`src/rtl/router_input_unit.sv`:
```
// router_input_unit
//   Per-input-port NoC router front end. Buffers incoming flits in a small
//   circular FIFO, computes the XY route of each packet from its HEAD/SINGLE
//   flit and requests one output port at a time (wormhole) from the switch
//   arbiter. Each granted or discarded flit frees a buffer entry and returns
//   a one-cycle credit pulse upstream.
//
// Ports
//   clk, reset    : rising-edge clock, synchronous active-high reset
//   ON            : router enable; low freezes route latch, pops and requests
//   in_valid      : upstream flit strobe
//   in_flit       : {EXTRA, TYPE[1:0], Y_ADDR, X_ADDR, APP_ID, DATA}
//   credit_out    : one pulse per freed buffer entry (cycle after the pop)
//   request       : to arbiter requests[n]
//   req_port      : latched output port of the current packet
//   grant         : from arbiter grants[n], same-cycle response to request
//   out_flit      : buffer head flit, valid when request & grant
//   err_overflow  : sticky, flit arrived while full
//   err_protocol  : sticky, malformed packet sequence
module router_input_unit #(
  parameter int DATA_WIDTH    = 16,
  parameter int APP_ID_WIDTH  = 4,
  parameter int ADDR_WIDTH    = 4,
  parameter int EXTRA_WIDTH   = 4,
  localparam int FLIT_WIDTH   = EXTRA_WIDTH + 2 + 2*ADDR_WIDTH + APP_ID_WIDTH + DATA_WIDTH,
  parameter int DEPTH         = 4,
  parameter int MY_X          = 0,
  parameter int MY_Y          = 0,
  parameter int OUT_PORT_BITS = 3
) (
  input  logic                     clk,
  input  logic                     reset,
  input  logic                     ON,
  input  logic                     in_valid,
  input  logic [FLIT_WIDTH-1:0]    in_flit,
  output logic                     credit_out,
  output logic                     request,
  output logic [OUT_PORT_BITS-1:0] req_port,
  input  logic                     grant,
  output logic [FLIT_WIDTH-1:0]    out_flit,
  output logic                     err_overflow,
  output logic                     err_protocol
);

  localparam int PTR_W    = $clog2(DEPTH);
  localparam int CNT_W    = $clog2(DEPTH + 1);
  localparam int X_LSB    = APP_ID_WIDTH + DATA_WIDTH;
  localparam int Y_LSB    = X_LSB + ADDR_WIDTH;
  localparam int TYPE_LSB = Y_LSB + ADDR_WIDTH;

  localparam logic [1:0] TY_HEAD   = 2'b00;
  localparam logic [1:0] TY_BODY   = 2'b01;
  localparam logic [1:0] TY_TAIL   = 2'b10;
  localparam logic [1:0] TY_SINGLE = 2'b11;

  localparam logic [OUT_PORT_BITS-1:0] P_LOCAL = OUT_PORT_BITS'(0);
  localparam logic [OUT_PORT_BITS-1:0] P_NORTH = OUT_PORT_BITS'(1);
  localparam logic [OUT_PORT_BITS-1:0] P_EAST  = OUT_PORT_BITS'(2);
  localparam logic [OUT_PORT_BITS-1:0] P_SOUTH = OUT_PORT_BITS'(3);
  localparam logic [OUT_PORT_BITS-1:0] P_WEST  = OUT_PORT_BITS'(4);

  localparam logic [ADDR_WIDTH-1:0] MY_X_A = ADDR_WIDTH'(MY_X);
  localparam logic [ADDR_WIDTH-1:0] MY_Y_A = ADDR_WIDTH'(MY_Y);

  typedef enum logic {S_IDLE, S_ACTIVE} state_t;

  // Buffer
  logic [FLIT_WIDTH-1:0] r_mem [DEPTH];
  logic [PTR_W-1:0]      r_wr_ptr;
  logic [PTR_W-1:0]      r_rd_ptr;
  logic [CNT_W-1:0]      r_count;

  state_t                   r_state;
  state_t                   w_next;
  logic [OUT_PORT_BITS-1:0] r_req_port;
  logic                     r_hdr_sent;
  logic                     r_credit;
  logic                     r_err_ovf;
  logic                     r_err_prot;

  logic                     w_empty;
  logic                     w_full;
  logic                     w_push;
  logic                     w_pop;
  logic                     w_ovf;
  logic                     w_request;
  logic                     w_latch;
  logic                     w_proto_err;
  logic                     w_head_start;
  logic [FLIT_WIDTH-1:0]    w_head;
  logic [1:0]               w_head_type;
  logic [ADDR_WIDTH-1:0]    w_head_x;
  logic [ADDR_WIDTH-1:0]    w_head_y;
  logic [OUT_PORT_BITS-1:0] w_route;

  assign w_empty      = (r_count == '0);
  assign w_full       = (r_count == CNT_W'(DEPTH));
  assign w_head       = r_mem[r_rd_ptr];
  assign w_head_type  = w_head[TYPE_LSB +: 2];
  assign w_head_x     = w_head[X_LSB +: ADDR_WIDTH];
  assign w_head_y     = w_head[Y_LSB +: ADDR_WIDTH];
  assign w_head_start = (w_head_type == TY_HEAD) || (w_head_type == TY_SINGLE);

  // A flit may enter a full buffer only when an entry leaves in the same cycle.
  assign w_push = in_valid && (!w_full || w_pop);
  assign w_ovf  = in_valid && w_full && !w_pop;

  // XY dimension-order route from the head flit
  always_comb begin
    w_route = P_LOCAL;
    if (w_head_x > MY_X_A)      w_route = P_EAST;
    else if (w_head_x < MY_X_A) w_route = P_WEST;
    else if (w_head_y > MY_Y_A) w_route = P_NORTH;
    else if (w_head_y < MY_Y_A) w_route = P_SOUTH;
  end

  // Packet FSM: next state and per-cycle controls
  always_comb begin
    w_next      = r_state;
    w_pop       = 1'b0;
    w_request   = 1'b0;
    w_latch     = 1'b0;
    w_proto_err = 1'b0;
    if (ON && !w_empty) begin
      case (r_state)
        S_IDLE: begin
          if (w_head_start) begin
            w_latch = 1'b1;
            w_next  = S_ACTIVE;
          end else begin
            // orphan BODY/TAIL: drop it and return its credit
            w_pop       = 1'b1;
            w_proto_err = 1'b1;
          end
        end
        S_ACTIVE: begin
          // A packet start behind an already-forwarded header means the
          // previous packet lost its tail; abandon it and re-route the new one.
          if (w_head_start && r_hdr_sent) begin
            w_proto_err = 1'b1;
            w_next      = S_IDLE;
          end else begin
            w_request = 1'b1;
            if (grant) begin
              w_pop = 1'b1;
              if ((w_head_type == TY_TAIL) || (w_head_type == TY_SINGLE))
                w_next = S_IDLE;
            end
          end
        end
        default: w_next = S_IDLE;
      endcase
    end
  end

  // Storage array carries no reset; occupancy and pointers define validity.
  always_ff @(posedge clk) begin
    if (w_push) r_mem[r_wr_ptr] <= in_flit;
  end

  always_ff @(posedge clk) begin
    if (reset) begin
      r_wr_ptr   <= '0;
      r_rd_ptr   <= '0;
      r_count    <= '0;
      r_state    <= S_IDLE;
      r_req_port <= '0;
      r_hdr_sent <= 1'b0;
      r_credit   <= 1'b0;
      r_err_ovf  <= 1'b0;
      r_err_prot <= 1'b0;
    end else begin
      r_state  <= w_next;
      r_credit <= w_pop;
      if (w_push) r_wr_ptr <= r_wr_ptr + 1'b1;
      if (w_pop)  r_rd_ptr <= r_rd_ptr + 1'b1;
      case ({w_push, w_pop})
        2'b10:   r_count <= r_count + 1'b1;
        2'b01:   r_count <= r_count - 1'b1;
        default: r_count <= r_count;
      endcase
      if (w_latch) begin
        r_req_port <= w_route;
        r_hdr_sent <= 1'b0;
      end else if (w_pop) begin
        r_hdr_sent <= 1'b1;
      end
      if (w_ovf)       r_err_ovf  <= 1'b1;
      if (w_proto_err) r_err_prot <= 1'b1;
    end
  end

  assign request      = w_request;
  assign req_port     = r_req_port;
  assign credit_out   = r_credit;
  assign out_flit     = w_head;
  assign err_overflow = r_err_ovf;
  assign err_protocol = r_err_prot;

  // TY_BODY names the remaining encoding; BODY flits take the default paths.
  logic w_unused_body;
  assign w_unused_body = (w_head_type == TY_BODY);

endmodule

```
`config.mk`:
```
export PLATFORM = sky130hd
export DESIGN_NAME = router_input_unit
export DESIGN_NICKNAME = d
export VERILOG_FILES = /design/src/rtl/router_input_unit.sv
export SDC_FILE = /design/constraint.sdc
export NUM_CORES = 1
export LEC_CHECK = 0
export BUFFER_PORTS_ARGS = -buffer_cell sky130_fd_sc_hd__buf_2
export CORE_ASPECT_RATIO = 1.25
export CORE_MARGIN = 8
export CORE_UTILIZATION = 33
export DETAILED_ROUTE_END_ITERATION = 8
export GPL_ROUTABILITY_DRIVEN = 0
export SYNTH_ARGS = -nofsm -noshare
export SYNTH_HDL_FRONTEND = slang
export SYNTH_SLANG_ARGS = --single-unit
```
`constraint.sdc`:
```
create_clock -name clk -period 3.45 [get_ports clk]
set_input_delay 0.69 -clock clk [delete_from_list [all_inputs] [get_ports clk]]
set_output_delay 0.69 -clock clk [all_outputs]
set_load 0.03 [all_outputs]
```
==> reports/metrics.yaml <==
final_layout:
  areaGrowthSynthToFinish_pct: 22.6
  n_antenna_cell: 0
  instances_no_fill: 599
  fin_nets: 408
  drive_above_1_share: 0.400
clock_tree:
  cts_tree: "yes"
  cts.sinks: 152
  htreeDepth: 4
  cts_root_buffer: "clkbuf_16"
  cts_max_path_buffers: 2
  post-cts-setup-buffers: 0
  cts_buffers: 17
  cts_resized: 0
  clk_latency_ps: 410
  ctsHoldBuffers: 0
  clkTransAtPathRegs_ps: 60
sta:
  finalSetupViolations: 0
  finalSetupTns_ps: 0
  layout_min_cycle_time_ps: 2960
  post-route-period-util: 0.859
  skew_ps: 9.17
  drv_slew: 0
  hold_viol: 0
  rsz0062_at_grt: "false"
  hold_ws_ps: 470
  clock.fmax_ghz: 0.338
  maxSlewHeadroom: 0.568
  worst_slew_pin_slew_ps: 649
power:
  vdd_drop_max_uv: 394
  total_leakage_power_nw: 2.39
  power_frac_seq: 0.432
  intPower_mw: 3.78
  comb_power_share: 0.224
  power.density_mw_per_mm2: 751
  finalPower_mw: 5.27
  p_clk_frac: 0.345
  p_switching_mw: 1.49
  netSwitchingFraction: 0.283
worst_setup_path:
  critPathMaxStageDelay_ps: 550
  cp_cell_sequence: "mux4_2, inv_1, ha_1, nand2_1, o211ai_2, or2_1, fa_1, nor2b_1, mux2i_1, xor2_1, nor2_1"
  r2r.worst_path.cells: 11
  r2r_end: "r_count[2]"
  end_kind: "register"
  worstSetupPathType: "reg2reg"
  critPathArrivalTime_ps: 3250
  crit_required_ps: 3740
  worstPathMaxFanout: 9
  cpMaxStageDelayCell: "mux4_2"
  ff2ff_setup_slack_ps: 490
  cp-start-kind: "register"
floorplanning:
  io_pins: 80
  dieArea_sq_mm: 0.0219
  die_h_microns: 163
  core_area_sq_mm: 0.0172
  die_width_microns: 134
  rows: 54
  initial_core_util: 0.332
global_routing:
  grt_use_total: 0.104
  grt_pass1_wl_microns: 16900
  overflow: 0
  grt_max_degree: 35
  antenna_found_initial: 4
  grt_pass1_vias: 3043
detailed_routing:
  ant_nets: 0
  dr_total_vias: 2771
  drc_errors: 0
  initialDrtViolationCount: 162
  firstDrtPassIters: 4
  wl_microns: 10800
  via_per_inst: 4.63
  avgRoutedWirePerCell_microns: 18.0
synthesis:
  syn-cell-area_sq_mm: 0.00573
  synthCells: 269
  syn_avg_cell_area_sq_um: 21.3
  ys_ff_latch: 152
  ys_seq_area_frac: 0.769
  synthesis.nets: 315
  synth-edff-count: 136
  synth_flop_cell: "edfxtp_1"
  yosysUniqueCellTypes: 38
  ys_async_sr_fraction: 0
  ys_warn_count: 0
placed_design:
  dpl.hpwl_microns: 7040
  dp_cells: 567
  port_buffers: 78
min_path:
  holdPathStages: 2
  min_from: "err_overflow"
  min_to: "err_overflow"
  hp-class: "reg2reg"
run:
  max-cap-violations: 0
status:
  status: "finished, final reports clean"
-- worst max path at each step --
stage              from           end  slack [ps]
2_1_floorplan  register   r_mem[0][0]         -50
3_3_place_gp   register    r_count[2]         590
3_5_place_dp   register    r_count[2]         500
4_1_cts        register  out_flit[21]         420
5_1_grt        register    r_count[2]         280
6_report       register    r_count[2]         490
-- cells in the final DEF, fill, tap and decap left out, types with 2 or more instances in the layout --
cell type   netlist  final
clkinv_1          0      3
nand2_1           5      5
inv_1             6      6
clkbuf_1          4      2
dfxtp_1          16     14
bufinv_16         0      3
mux4_2           30     30
nor2_1           16     16
nand3_1           2      2
buf_4             1      3
and2_2            0      4
clkinvlp_4        0      4
mux4_1            4      4
edfxtp_1        136    136
clkbuf_16         0     17
buf_12            1      4
ha_1              6      6
xnor2_1           3      3
nor2b_1           2      2
dfxtp_2           0      2
buf_2             4     78
mux2i_1           2      2
o21ai_0           3      3
nor3b_1           2      2
a21oi_1           3      3
-- Yosys cell counts, types with 3 or more instances --
library cell / count / area, sq um
dfxtp_1: 16 / 320
clkbuf_1: 4 / 15.0
nor2_1: 16 / 60.1
mux4_2: 30 / 676
inv_1: 6 / 22.5
buf_2: 4 / 20.0
mux4_1: 4 / 105
nand2_1: 5 / 18.8
o21ai_0: 3 / 15.0
edfxtp_1: 136 / 4080
ha_1: 6 / 75.1
a21oi_1: 3 / 15.0
and2_1: 5 / 31.3
xnor2_1: 3 / 26.3
-- metrics by stage --
step / instance area, sq um / worst slack (ps) / util
2_1_floorplan: 5730 / -49.7 / -
3_3_place_gp: 6430 / 587 / 0.373
3_5_place_dp: 6430 / 495 / 0.373
4_1_cts: 7020 / 423 / 0.408
5_1_grt: 7020 / 283 / 0.408
6_report: 7020 / 487 / 0.408
-- area by class of cell --
class,count,area (sq um)
Clock buffer,19,433
Clock inverter,13,154
Fill cell,1537,10200
Inverter,6,22.5
Multi-Input combinational cell,100,1230
Sequential cell,152,4410
Tap cell,224,280
Timing Repair Buffer,85,493
-- power groups by stage --
stage,sequential [mW],clock [mW],combinational [mW]
finish,2.28,1.82,1.18
global route,2.29,1.93,1.28
CTS,2.28,1.86,1.22
detailed placement,2.32,0,1.22
global placement,2.30,0,1.20
floorplan,2.31,0,0.866
-- kinds of logic (layout without fill, tap and decap cells) --
kind of cell / after synthesis / after routing / synth area share
muxes: 37 / 37 / 0.142
adders and majority gates: 7 / 7 / 0.0166
other: 1 / 1 / 0.000655
xor gates and xnor gates: 4 / 4 / 0.00612
AOI/OAI and AO/OA: 13 / 13 / 0.0153
and+or+nand+nor: 38 / 38 / 0.0339
buffers and inverters: 17 / 123 / 0.0168
DFF: 152 / 152 / 0.769
-- metal layers --
layer / GRT usage / vias to the layer above / part of all wire
met5: 0 / - / 0.0037
met4: 0.0322 / 8 / 0.012
met3: 0.0526 / 20 / 0.081
met2: 0.177 / 81 / 0.50
met1: 0.111 / 1390 / 0.40
li1: - / 1272 / -
-- registers in the layout (all words and copies together), names as in the netlist, named ones only --
| signal | flops |
|---|---|
| err_protocol | 1 |
| r_mem | 136 |
| r_hdr_sent | 1 |
| err_overflow | 1 |
| r_wr_ptr | 2 |
| req_port | 2 |
| r_rd_ptr | 2 |
| r_count | 3 |
| r_state | 1 |
| credit_out | 1 |
-- critical path: cells and delay by family (launching register included) --
kind | cells | cell delay, ps
mux | 2 | 700
fa+ha+maj | 2 | 670
simple gates | 4 | 650
flops | 1 | 360
compound gates | 1 | 210
xor+xnor | 1 | 170
buf+inv | 1 | 80
(Power assumes the default switching activity.)
